--- src/rtl/cpc_bus_initiator.sv ---
`default_nettype none
// ============================================================================
// Module   : cpc_bus_initiator
// Purpose  : Z80-style T-state bus cycle generator (MEMRD, MEMWR, IOWR, M1+RFSH)
// Revision : 1.0
// ============================================================================
module cpc_bus_initiator (
    input  logic        clk,
    input  logic        reset_b,
    input  logic        cmd_valid,
    output logic        cmd_ready,
    input  logic [1:0]  cmd_op,
    input  logic [15:0] cmd_addr,
    input  logic [7:0]  cmd_wdata,
    output logic        rsp_valid,
    output logic [7:0]  rsp_rdata,
    output logic [15:0] adr,
    output logic [7:0]  data_out,
    output logic        data_oe,
    input  logic [7:0]  data_in,
    output logic        mreq_b,
    output logic        iorq_b,
    output logic        rd_b,
    output logic        wr_b,
    output logic        m1_b,
    output logic        rfsh_b,
    input  logic        wait_b,
    output logic [6:0]  r_reg
);

    typedef enum logic [2:0] {
        S_IDLE = 3'd0,
        S_T1   = 3'd1,
        S_T2   = 3'd2,
        S_TW   = 3'd3,
        S_T3   = 3'd4,
        S_T4   = 3'd5
    } state_t;

    localparam logic [1:0] OP_MEMRD = 2'b00;
    localparam logic [1:0] OP_MEMWR = 2'b01;
    localparam logic [1:0] OP_IOWR  = 2'b10;
    localparam logic [1:0] OP_M1    = 2'b11;

    state_t     state;
    logic [1:0] op;
    logic       wait_done;

    // IO cycles always insert one wait state after T2 regardless of wait_b.
    assign wait_done = wait_b && !(state == S_T2 && op == OP_IOWR);

    always_ff @(posedge clk or negedge reset_b) begin
        if (!reset_b) begin
            state     <= S_IDLE;
            op        <= OP_MEMRD;
            cmd_ready <= 1'b1;
            rsp_valid <= 1'b0;
            rsp_rdata <= 8'h00;
            adr       <= 16'h0000;
            data_out  <= 8'h00;
            data_oe   <= 1'b0;
            mreq_b    <= 1'b1;
            iorq_b    <= 1'b1;
            rd_b      <= 1'b1;
            wr_b      <= 1'b1;
            m1_b      <= 1'b1;
            rfsh_b    <= 1'b1;
            r_reg     <= 7'd0;
        end else begin
            rsp_valid <= 1'b0;
            case (state)
                S_IDLE: begin
                    if (cmd_valid) begin
                        op        <= cmd_op;
                        adr       <= cmd_addr;
                        cmd_ready <= 1'b0;
                        state     <= S_T1;
                        case (cmd_op)
                            OP_MEMRD: begin
                                mreq_b <= 1'b0;
                                rd_b   <= 1'b0;
                            end
                            OP_MEMWR: begin
                                mreq_b   <= 1'b0;
                                data_out <= cmd_wdata;
                                data_oe  <= 1'b1;
                            end
                            OP_IOWR: begin
                                data_out <= cmd_wdata;
                                data_oe  <= 1'b1;
                            end
                            default: begin
                                m1_b   <= 1'b0;
                                mreq_b <= 1'b0;
                                rd_b   <= 1'b0;
                            end
                        endcase
                    end
                end

                S_T1: begin
                    state <= S_T2;
                    if (op == OP_MEMWR || op == OP_IOWR) begin
                        wr_b <= 1'b0;
                    end
                    if (op == OP_IOWR) begin
                        iorq_b <= 1'b0;
                    end
                end

                S_T2, S_TW: begin
                    if (wait_done) begin
                        state <= S_T3;
                        // Opcode fetch completes here; T3/T4 become the refresh slot.
                        if (op == OP_M1) begin
                            rsp_rdata <= data_in;
                            adr       <= {9'd0, r_reg};
                            m1_b      <= 1'b1;
                            rd_b      <= 1'b1;
                            rfsh_b    <= 1'b0;
                        end
                    end else begin
                        state <= S_TW;
                    end
                end

                S_T3, S_T4: begin
                    if (state == S_T3 && op == OP_M1) begin
                        state  <= S_T4;
                        mreq_b <= 1'b1;
                    end else begin
                        if (op == OP_MEMRD) begin
                            rsp_rdata <= data_in;
                        end
                        if (op == OP_M1) begin
                            r_reg <= r_reg + 7'd1;
                        end
                        state     <= S_IDLE;
                        cmd_ready <= 1'b1;
                        rsp_valid <= 1'b1;
                        data_oe   <= 1'b0;
                        mreq_b    <= 1'b1;
                        iorq_b    <= 1'b1;
                        rd_b      <= 1'b1;
                        wr_b      <= 1'b1;
                        m1_b      <= 1'b1;
                        rfsh_b    <= 1'b1;
                    end
                end

                default: begin
                    state <= S_IDLE;
                end
            endcase
        end
    end

endmodule
`default_nettype wire

--- config.mk ---
export PLATFORM = sky130hd
export DESIGN_NAME = cpc_bus_initiator
export DESIGN_NICKNAME = d
export VERILOG_FILES = /design/src/rtl/cpc_bus_initiator.sv
export SDC_FILE = /design/constraint.sdc
export NUM_CORES = 1
export LEC_CHECK = 0
export CAP_MARGIN = 10
export CORE_MARGIN = 2
export CORE_UTILIZATION = 49
export CTS_CLUSTER_SIZE = 8
export DETAILED_ROUTE_END_ITERATION = 10
export PLACE_DENSITY = 0.85
export SYNTH_ARGS = -nofsm -noshare
export SYNTH_HDL_FRONTEND = slang
export SYNTH_SLANG_ARGS = --single-unit
--- constraint.sdc ---
create_clock -name clk -period 4.2 [get_ports clk]
set_clock_uncertainty 0.15 [all_clocks]
set_input_delay 0.84 -clock clk [delete_from_list [all_inputs] [get_ports clk]]
set_output_delay 0.84 -clock clk [all_outputs]
set_load 0.005 [all_outputs]
== Word-level counts from Yosys, hierarchy flattened ==
Index checks and enable logic that the tools add are counted.

* Flip-flop bits (word level): 53
* Output and inout bits: 48
* Input port bits: 38
* Word-level logic and storage cells: 108

* Add/subtract/negate cells: 1
* Equality and inequality tests: 21
* Reductions and logical operators: 30
* Mux-type cells: 40
* Bitwise gates (word level): 1

{| class="wikitable"
|+ Operator list
! operator !! number
|-
| 16-bit 2-to-1 mux || 3
|-
| 8-bit 2-to-1 mux || 4
|-
| 16-bit one-hot mux with 2 select lines || 1
|-
| 2-bit != test (second input constant) || 11
|-
| 1-bit 2-to-1 mux || 19
|-
| 3-bit AND reduction || 6
|-
| 8-bit one-hot mux with 2 select lines || 1
|-
| 1-bit one-hot mux with 2 select lines || 6
|-
| 3-bit one-hot mux with 4 select lines || 1
|-
| 4-bit AND reduction || 3
|-
| 6-bit AND reduction || 2
|-
| 3-bit 2-to-1 mux || 3
|-
| 2-bit nonzero test || 4
|-
| 7-bit by 1-bit adder with 7-bit output (second input constant) || 1
|-
| 2-bit equality test (second input constant) || 3
|-
| 3-bit by 2-bit equality test with 1-bit output (second input constant) || 2
|-
| 3-bit equality test (second input constant) || 2
|-
| 1-bit one-hot mux with 3 select lines || 2
|-
| 2-bit OR reduction || 3
|-
| 5-bit AND reduction || 1
|-
| 2-bit by 1-bit equality test with 1-bit output (second input constant) || 2
|-
| 2-bit zero test || 2
|-
| 3-bit by 1-bit equality test with 1-bit output (second input constant) || 1
|-
| 1-bit logical AND || 3
|-
| 7 further kinds || 7
|}

== Logic depth before layout (Yosys ltp) ==
Gate-level depths: netlist of the first run.

* Depth in word-level cells: 6
* Mapped depth: 8
* Gate-level depth less buffers: 6

== Worst setup path after synthesis of the first run ==
OpenSTA, ideal clock, no wires.

* Kind: input-to-reg
* From: in cmd_op[0]
* To: reg data_out[0]
* Path buffers: 0
* Cell stages on the path: 5
* Arrival: 1.834 ns
* Path slack: 2.092 ns
* Library setup time: 0.125 ns
* Required time: 3.925 ns
* Path through: inv_1 ha_1 nor2b_1 nand2_1 mux2_2

* Longest elaborated chain between the ends: 3
* Elaborated cells on any way between the ends: 4
* Those cells by class: 2 x eq/ne; 2 x reduce/logical

{| class="wikitable"
|+ RTL lines
! what !! line !! source
|-
| from (decl) || 12 || <nowiki>input logic [1:0] cmd_op,</nowiki>
|-
| 2-bit equality test / 2-bit by 1-bit equality test with 1-bit output (equally long branches) || 78 || <nowiki>case (cmd_op)</nowiki>
|-
| 2-bit OR reduction (no source line) (*) || - ||
|-
| 3-bit AND reduction (no source line) (*) || - ||
|-
| to (signal assigned) || 85 || <nowiki>data_out <= cmd_wdata;</nowiki>
|-
| to (signal assigned) || 89 || <nowiki>data_out <= cmd_wdata;</nowiki>
|-
| to (decl) || 18 || <nowiki>output logic [7:0] data_out,</nowiki>
|}

Every way passes the cells marked *; elsewhere a longest branch is shown, timed or not.
A chain may end at the register's enable or synchronous reset.

== Worst setup path after layout of the first run ==
* From: in cmd_valid
* To: reg adr[2]

* Longest elaborated chain between the ends: 2

{| class="wikitable"
|+ RTL lines
! what !! line !! source
|-
| from (decl) || 10 || <nowiki>input logic cmd_valid,</nowiki>
|-
| 2-bit != test (no source line) || - ||
|-
| 4-bit AND reduction (no source line) || - ||
|-
| to (signal assigned) || 75 || <nowiki>adr <= cmd_addr;</nowiki>
|-
| to (signal assigned) || 117 || <nowiki>adr <= {9'd0, r_reg};</nowiki>
|-
| to (decl) || 17 || <nowiki>output logic [15:0] adr,</nowiki>
|}

Every way passes these cells.

==> results of run 1 <==
[power breakdown]
part / switching, W / leakage [nW] / internal [W] / total, W
Clock: 0.000158 / 0.0422 / 0.000117 / 0.000275
Sequential: 0.000148 / 0.647 / 0.000749 / 0.000897
Combinational: 0.000435 / 0.796 / 0.000662 / 0.00110
[tightest hold or removal path, cell delays in order, from the launching register on]
cell and delay (ns):
dfstp_2 0.37, inv_1 0.05, a22oi_1 0.06
[worst paths after layout]
path | to | startpoint | slack, ns | cells after the start
max | adr[2] | cmd_valid | 1.54 | 4
max reg2reg | adr[2] | state[1] | 1.61 | 4
min reg2reg | wr_b | wr_b | 0.33 | 2
min in group asynchronous | rsp_rdata[2] | reset_b | 0.35 | 1
max in group asynchronous | rfsh_b | reset_b | 2.73 | 2
min | wr_b | wr_b | 0.33 | 2
[metrics by stage]
stage	std cells	instance area (µm²)	utilization	worst slack (ns)	hold slack (ns)
CTS	366	3496	0.6933	1.554	0.3367
global placement	358	3415	0.6772	1.329	0.3143
global route	366	3496	0.6933	1.415	0.3534
detailed placement	358	3415	0.6772	1.235	0.3208
finish	366	3496	0.6933	1.539	0.3332
floorplan	211	2522	-	2.092	0.3074
[cells by family (layout without fill, tap and decap cells)]
kind of cell / after synthesis / in the layout
and+or+nand+nor: 43 / 43
DFF: 53 / 53
buffers and inverters: 29 / 114
adders and majority gates: 9 / 9
muxes: 35 / 35
xor gates and xnor gates: 6 / 6
AOI/OAI and AO/OA: 36 / 36
[cells in the mapped netlist]
| master | number |
|---|---|
| and4_1 | 2 |
| nand3_1 | 5 |
| o21ai_1 | 2 |
| mux2_2 | 29 |
| a31oi_1 | 1 |
| and4bb_4 | 1 |
| a22oi_1 | 2 |
| a21oi_1 | 8 |
| dfstp_2 | 7 |
| nor3_4 | 1 |
| nor3b_1 | 1 |
| and3_1 | 1 |
| mux2_1 | 1 |
| or3_1 | 1 |
| xnor2_1 | 5 |
| o21ai_2 | 2 |
| ha_1 | 9 |
| dfrtp_1 | 46 |
| mux2_4 | 1 |
| o21bai_1 | 1 |
| inv_1 | 20 |
| buf_6 | 2 |
| a21boi_0 | 1 |
| a311oi_1 | 1 |
| mux2i_1 | 4 |
| clkbuf_1 | 6 |
| nor2b_1 | 2 |
| nor2_1 | 6 |
| nor2b_4 | 1 |
| o21ai_0 | 14 |
| o21a_1 | 1 |
| xor2_1 | 1 |
| nor3b_4 | 1 |
| buf_1 | 1 |
| nand2_1 | 11 |
| and2_1 | 1 |
| nand4b_1 | 9 |
| o22a_1 | 1 |
| o221ai_1 | 2 |
[cell type report]
cell class,instances,share of cell area
Clock buffer,7,0.02183
Clock inverter,1,0.001432
Inverter,20,0.02147
Multi-Input combinational cell,129,0.3042
Sequential cell,53,0.3819
Tap cell,70,0.02505
Timing Repair Buffer,86,0.2441
[layer usage]
| layer | vias to the layer above | GRT usage | wire length [µm] |
|---|---|---|---|
| met2 | 64 | 0.3161 | 2595 |
| met5 | - | 0 | 0 |
| met3 | 6 | 0.08862 | 462 |
| met1 | 908 | 0.2728 | 2402 |
| met4 | 0 | 0.04288 | 44 |
| li1 | 899 | - | - |
==> reports/metrics.yaml, run 1 <==
status:
  status: "finished, final reports clean"
grt:
  grt_max_degree: 31
  gr-total-overflow: 0
  grt_pass1_wl_mm: 8.825
  grt_pass1_vias: 1869
  track_usage: 0.2054
  antenna_found_initial: 0
layout:
  final_cell_mix: "clkdlybuf4s50_1 (84), dfrtp_1 (46), mux2_2 (29)"
  syn_to_final_growth_pct: 38.59
  regArea_mm2: 0.001335
  largest_reg_flops: 16
  multi_input_area_mm2: 0.001064
  reg_top3: "adr (16), data_out (8), rsp_rdata (8)"
  layout-drive-gt1-share: 0.1723
  top_register: "adr"
  mostFrequentLayoutCell: "clkdlybuf4s50_1"
  antenna_cells: 0
  fin_nets: 342
  fill_cells: 389
logic_synthesis:
  synth_top_area_share: 0.4563
  synth_compound_area_frac: 0.08581
  synth_warnings: 0
  synth_area_leaders: "dfrtp_1 (46%), mux2_2 (13%), dfstp_2 (7.3%), ha_1 (4.5%), nand4b_1 (3.1%)"
  syn_area_mm2: 0.002522
  synth_adder_area_share: 0.04464
  synth_seq_area_share: 0.5293
  synth-simple-area-share: 0.1146
  synth_top_cell_by_area: "dfrtp_1"
  synthXorXnorAreaFrac: 0.02083
  synth_top_family_by_area: "multiplexers"
  synthCells: 211
  synthMuxAreaShare: 0.1558
  synth_cell_type_count: 39
  synth_fp_nets: 258
  avgSynthCellArea_um2: 11.95
  synth-seq-cells: 53
worst_hold_path:
  hold_class: "register to register"
setup_path:
  cp_num_buf_inv: 1
  endpoint_kind: "register"
  cpPeakStageDelay_ns: 0.84
  path_delay_family: "buffers and inverters"
  worstPathMaxFanout: 17
  path_class: "input port to register"
  cp.arrival_ns: 2.70
  startpoint_type: "input port"
  slowest_stage: "clkdlybuf4s50_1"
  crit_chain: "clkdlybuf4s50_1 -> mux2i_1 -> nor2b_4 -> mux2_2"
  worstPathRequired_ns: 4.24
route:
  drc: 0
  vias: 1877
  ant_nets: 0
  drtIter0Drc: 91
  drt_wl_total_mm: 5.503
  wire_per_inst_um: 15.04
  firstDrtPassIters: 4
  vias_per_cell: 5.128
clocking:
  ctsResizeCount: 0
  htreeDepth: 2
  clkTransAtPathRegs_ns: 0.08
  clock_latency_ns: 0.30
  clock-sinks: 53
  cts_tree: "yes"
  cts_setup_buffers: 0
  ctsLongestPathBuffers: 2
  cts_hold_buf: 0
  root_buffer: "clkbuf_8"
  numCtsBuffers: 5
power_and_ir_drop:
  peakVddDrop_mv: 0.3579
  powerDensity_mw_per_mm2: 648.9
  p_leak_nw: 1.486
  totalPowerFinal_w: 0.002269
place:
  numPortBuffers: 85
  dp_hpwl_mm: 4.085
  gp_congestion: 0.7943
floorplan:
  initial_utilization: 0.5002
  dieArea_mm2: 0.005738
  core_mm2: 0.005042
  pin_count: 86
  die_h_um: 75.75
  row_count: 26
  die_x_um: 75.75
sta:
  finalHoldViolCount: 0
  setup_tns_ns: 0
  post-route-period-util: 0.6335
  max_freq_mhz: 375.9
  slew_headroom: 0.4817
  setup_violations: 0
  tightestPinTransition_ns: 0.7774
  fin_crit_ns: 2.661
  rsz0062_at_grt: "no"
  drv_slew: 0
flow_run:
  max-cap-violations: 0
No activity file was read; power rests on OpenSTA's default activity.
==> run 2, diff against run 1 <==
- CORE_UTILIZATION: 49 -> 45
- PLACE_DENSITY: 0.85 -> 0.79
- clock period: 4.2 -> 2.5 ns (I/O delays scaled with it)
==> reports/metrics.yaml, run 2 (synthesis results as in run 1) <==
place:
  dp_hpwl_mm: 4.097
  post-place-ws_ns: 0.08002
  numPortBuffers: 85
  gp_congestion: 0.8342
  place_area_mm2: 0.003490
layout:
  final_cell_mix: "clkdlybuf4s50_1 (84), dfrtp_1 (46), mux2_2 (29)"
  antenna_cells: 0
  largest_reg_flops: 16
  postLayoutCellArea_mm2: 0.003571
  layout-drive-gt1-share: 0.1941
  fin_nets: 350
  mostFrequentLayoutCell: "clkdlybuf4s50_1"
  reg_top3: "adr (16), data_out (8), rsp_rdata (8)"
  top_register: "adr"
  syn_to_final_growth_pct: 41.57
power_and_ir_drop:
  powerDensity_mw_per_mm2: 1087
  peakVddDrop_mv: 0.5412
  p_leak_nw: 1.530
  seq_power_share: 0.384
  clock_power_share: 0.120
  p_sw_frac: 0.3237
  p_sw_w: 0.001257
  internal-power_w: 0.002626
  power_frac_comb: 0.496
sta:
  setup_tns_ns: 0
  fin_crit_ns: 2.116
  max_freq_mhz: 472.6
  setup_ws_ns: 0.3841
  drv_slew: 0
  slew_headroom: 0.5709
  tightestPinTransition_ns: 0.6436
  setup_violations: 0
  finalHoldViolCount: 0
  post-route-period-util: 0.8464
  rsz0062_at_grt: "no"
setup_path:
  cp.arrival_ns: 2.15
  path_class: "register to register"
  startpoint_type: "register"
  worstPathRequired_ns: 2.53
  cpPeakStageDelay_ns: 0.50
  endpoint_kind: "register"
  cp_num_buf_inv: 0
  worstPathMaxFanout: 12
  crit_chain: "ha_1 -> nand2_1 -> nor3b_1 -> nand3_1 -> xnor2_1"
  reg2reg_depth: 5
  path_delay_family: "simple AND/OR/NAND/NOR gates"
  cp.depth: 5
  slowest_stage: "dfrtp_1"
route:
  vias_per_cell: 5.191
  wire_per_inst_um: 14.84
  wl_met2_mm: 2.715
  firstDrtPassIters: 4
  drc: 0
  wl_met3_um: 399
  drtIter0Drc: 98
  highest_layer: "met4"
  ant_nets: 0
  vias: 1952
  drt_wl_total_mm: 5.579
  m1WireLength_mm: 2.435
grt:
  antenna_found_initial: 0
  track_usage: 0.1854
  grt_pass1_vias: 2023
  gr-total-overflow: 0
  grt_pass1_wl_mm: 9.190
  grt_max_degree: 28
clocking:
  ctsResizeCount: 0
  root_buffer: "clkbuf_8"
  clkTransAtPathRegs_ns: 0.09
  clock-sinks: 53
  numCtsBuffers: 5
  cts_tree: "yes"
  clock_latency_ns: 0.30
  ctsLongestPathBuffers: 2
  cts_setup_buffers: 0
  cts_hold_buf: 0
  htreeDepth: 2
flow_run:
  max-cap-violations: 0
floorplan:
  initial_utilization: 0.4609
  die_x_um: 78.87
  row_count: 27
  pin_count: 86
  die_h_um: 78.87
  dieArea_mm2: 0.006220
  core_mm2: 0.005473
status:
  status: "finished, final reports clean"
worst_hold_path:
  hold_class: "input port to async pin"
## run 2: changes by cell type in the layout (fill, tap and decap cells not counted), sizes merged
cell,before,now
buf,2,10
## run 2: through the flow
| step | hold slack [ns] | power (W) | util | instances |
|---|---|---|---|---|
| floorplan | 0.05441 | 0.002472 | - | 211 |
| global placement | 0.3105 | 0.003385 | 0.6376 | 368 |
| detailed placement | 0.3121 | 0.003435 | 0.6376 | 368 |
| CTS | 0.06947 | 0.003921 | 0.6525 | 376 |
| global route | 0.1066 | 0.004134 | 0.6525 | 376 |
| finish | 0.06646 | 0.003882 | 0.6525 | 376 |
## run 2: worst paths after layout
path	start	slack, ns	end
setup / recovery	state[2]	0.38	r_reg[4]
min in group clk	rd_b	0.32	rd_b
hold / removal	reset_b	0.07	adr[6]
setup reg to reg	state[2]	0.38	r_reg[4]
hold reg to reg	rd_b	0.32	rd_b
max in group asynchronous	reset_b	1.50	rd_b
## run 2: power by group through the flow
stage                     Combinational [W]  Clock (W)  Sequential [W]
after floorplan                    0.000956          0         0.00152
after global placement              0.00189          0         0.00149
after detailed placement            0.00193          0         0.00150
after CTS                           0.00195   0.000481         0.00149
after global routing                0.00209   0.000506         0.00154
final                               0.00193   0.000465         0.00149
## run 2: layout make-up
class	instances	area (µm²)
tap	72	90.09
multi-input combinational	129	1064
sequential	53	1335
clock inverter	1	5.005
inverter	20	75.07
clock buffer	7	76.32
fill	443	1902
timing repair buffer	94	925.9
## run 2: layer usage
layer / vias to the layer above / GRT usage
met2: 67 / 0.3094
met5: - / 0
met3: 6 / 0.05341
met4: 0 / 0.03793
li1: 917 / -
met1: 962 / 0.2429
==> run 3, diff against run 2 <==
- clock period: 2.5 -> 2 ns (I/O delays scaled with it)
==> reports/metrics.yaml, run 3 (synthesis results as in run 1) <==
status:
  status: "finished, final reports clean"
sta:
  tightestPinTransition_ns: 0.5330
  rsz0062_at_grt: "no"
  fin_crit_ns: 1.921
  finalHoldViolCount: 0
  slew_headroom: 0.6447
  max_freq_mhz: 520.6
  post-route-period-util: 0.9603
  setup_ws_ns: 0.07930
  setup_violations: 0
  drv_slew: 0
power_and_ir_drop:
  powerDensity_mw_per_mm2: 1365
  peakVddDrop_mv: 0.6926
  p_leak_nw: 1.620
place:
  post-place-ws_ns: -0.3189
  gp_congestion: 0.8475
  dp_hpwl_mm: 4.357
  dp.cells: 381
  numPortBuffers: 85
setup_path:
  cpPeakStageDelay_ns: 0.48
  worstPathMaxFanout: 2
  startpoint_type: "input port"
  endpoint_kind: "register"
  cp.arrival_ns: 1.96
  crit_chain: "clkdlybuf4s50_1 -> inv_1 -> ha_1 -> nor2b_1 -> buf_4 -> nor2_1 -> o21ai_0 -> o21ai_0"
  slowest_stage: "clkdlybuf4s50_1"
  path_class: "input port to register"
  worstPathRequired_ns: 2.04
  crit_path_frequent_cell: "o21ai_0"
worst_hold_path:
  hold_class: "register to register"
grt:
  grt_pass1_vias: 2043
  grt_pass1_wl_mm: 9.729
  grt_max_degree: 33
  gr-total-overflow: 0
  antenna_found_initial: 0
  track_usage: 0.2008
route:
  vias: 1988
  firstDrtPassIters: 4
  drt_wl_total_mm: 6.007
  drtIter0Drc: 63
  wire_per_inst_um: 15.28
  ant_nets: 0
  vias_per_cell: 5.059
  drc: 0
clocking:
  cts_tree: "yes"
  clkTransAtPathRegs_ns: 0.09
  clock-sinks: 53
  root_buffer: "clkbuf_8"
  ctsLongestPathBuffers: 2
  htreeDepth: 2
  clock_latency_ns: 0.31
  numCtsBuffers: 5
flow_run:
  max-cap-violations: 0
layout:
  top_register: "adr"
  largest_reg_flops: 16
  layout-drive-gt1-share: 0.2523
  mostFrequentLayoutCell: "clkdlybuf4s50_1"
  layout.cells.non_filler: 393
  antenna_cells: 0
  reg_top3: "adr (16), data_out (8), rsp_rdata (8)"
  fill_cells: 426
  syn_to_final_growth_pct: 48.21
  fin_nets: 367
  final_cell_mix: "clkdlybuf4s50_1 (84), dfrtp_1 (46), mux2_2 (29)"
floorplan:
  die_h_um: 78.87
  core_mm2: 0.005473
  pin_count: 86
  die_x_um: 78.87
  initial_utilization: 0.4609
  row_count: 27
  dieArea_mm2: 0.006220
[run 3: stage by stage]
stage / hold WS, ns / area (µm²) / power [W] / util / TNS [ns]
floorplan: -0.04559 / 2522 / 0.003090 / - / 0
global placement: 0.2542 / 3587 / 0.004306 / 0.6555 / -2.712
detailed placement: 0.2604 / 3587 / 0.004384 / 0.6555 / -3.311
CTS: 0.3280 / 3714 / 0.005095 / 0.6786 / 0
global route: 0.3430 / 3739 / 0.005435 / 0.6831 / 0
finish: 0.3235 / 3739 / 0.005104 / 0.6831 / 0
[run 3: timing repair]
action,4_1_cts,5_1_grt
setup endpoints to repair,10,25
hold endpoints to repair,20,0
gates cloned,0,0
pin swaps,0,0
hold buffers,1,0
buffers inserted,2,1
gates resized for setup,1,6
[run 3: final cells by class]
type / count / area (µm²) / share of cell area
Clock inverter: 1 / 7.507 / 0.002008
Tap cell: 72 / 90.09 / 0.02410
Inverter: 20 / 75.07 / 0.02008
Sequential cell: 53 / 1335 / 0.3571
Timing Repair Buffer: 111 / 1060 / 0.2835
Clock buffer: 7 / 86.33 / 0.02309
Multi-Input combinational cell: 129 / 1085 / 0.2902
[run 3: layer usage]
| layer | part of all wire | vias up | track usage | wire length [µm] |
|---|---|---|---|---|
| li1 | - | 951 | - | - |
| met1 | 0.41 | 966 | 0.2502 | 2469 |
| met2 | 0.51 | 64 | 0.3453 | 3035 |
| met3 | 0.074 | 7 | 0.06023 | 446 |
| met4 | 0.0092 | 0 | 0.04655 | 55 |
| met5 | 0 | - | 0 | 0 |
[run 3: final timing paths]
check                           from            to  slack [ns]  depth (start not counted)
max                        cmd_op[0]       data_oe        0.08                          8
min                             rd_b          rd_b        0.32                          2
max reg2reg                    op[0]  rsp_rdata[4]        0.08                          7
min reg2reg                     rd_b          rd_b        0.32                          2
max in group asynchronous    reset_b        iorq_b        0.62                          3
min in group asynchronous    reset_b       adr[10]        0.45                          2
[run 3: worst max-delay path, delay by kind of cell]
family / cells / cell delay (ns)
compound gates: 2 / 0.29
buf+inv: 3 / 0.69
fa+ha+maj: 1 / 0.32
simple gates: 2 / 0.26
[run 3: power breakdown]
group,switching [W],internal (W),total [W]
registers,0.000291,0.00157,0.00186
logic,0.00102,0.00159,0.00261
clock network,0.000351,0.000282,0.000633
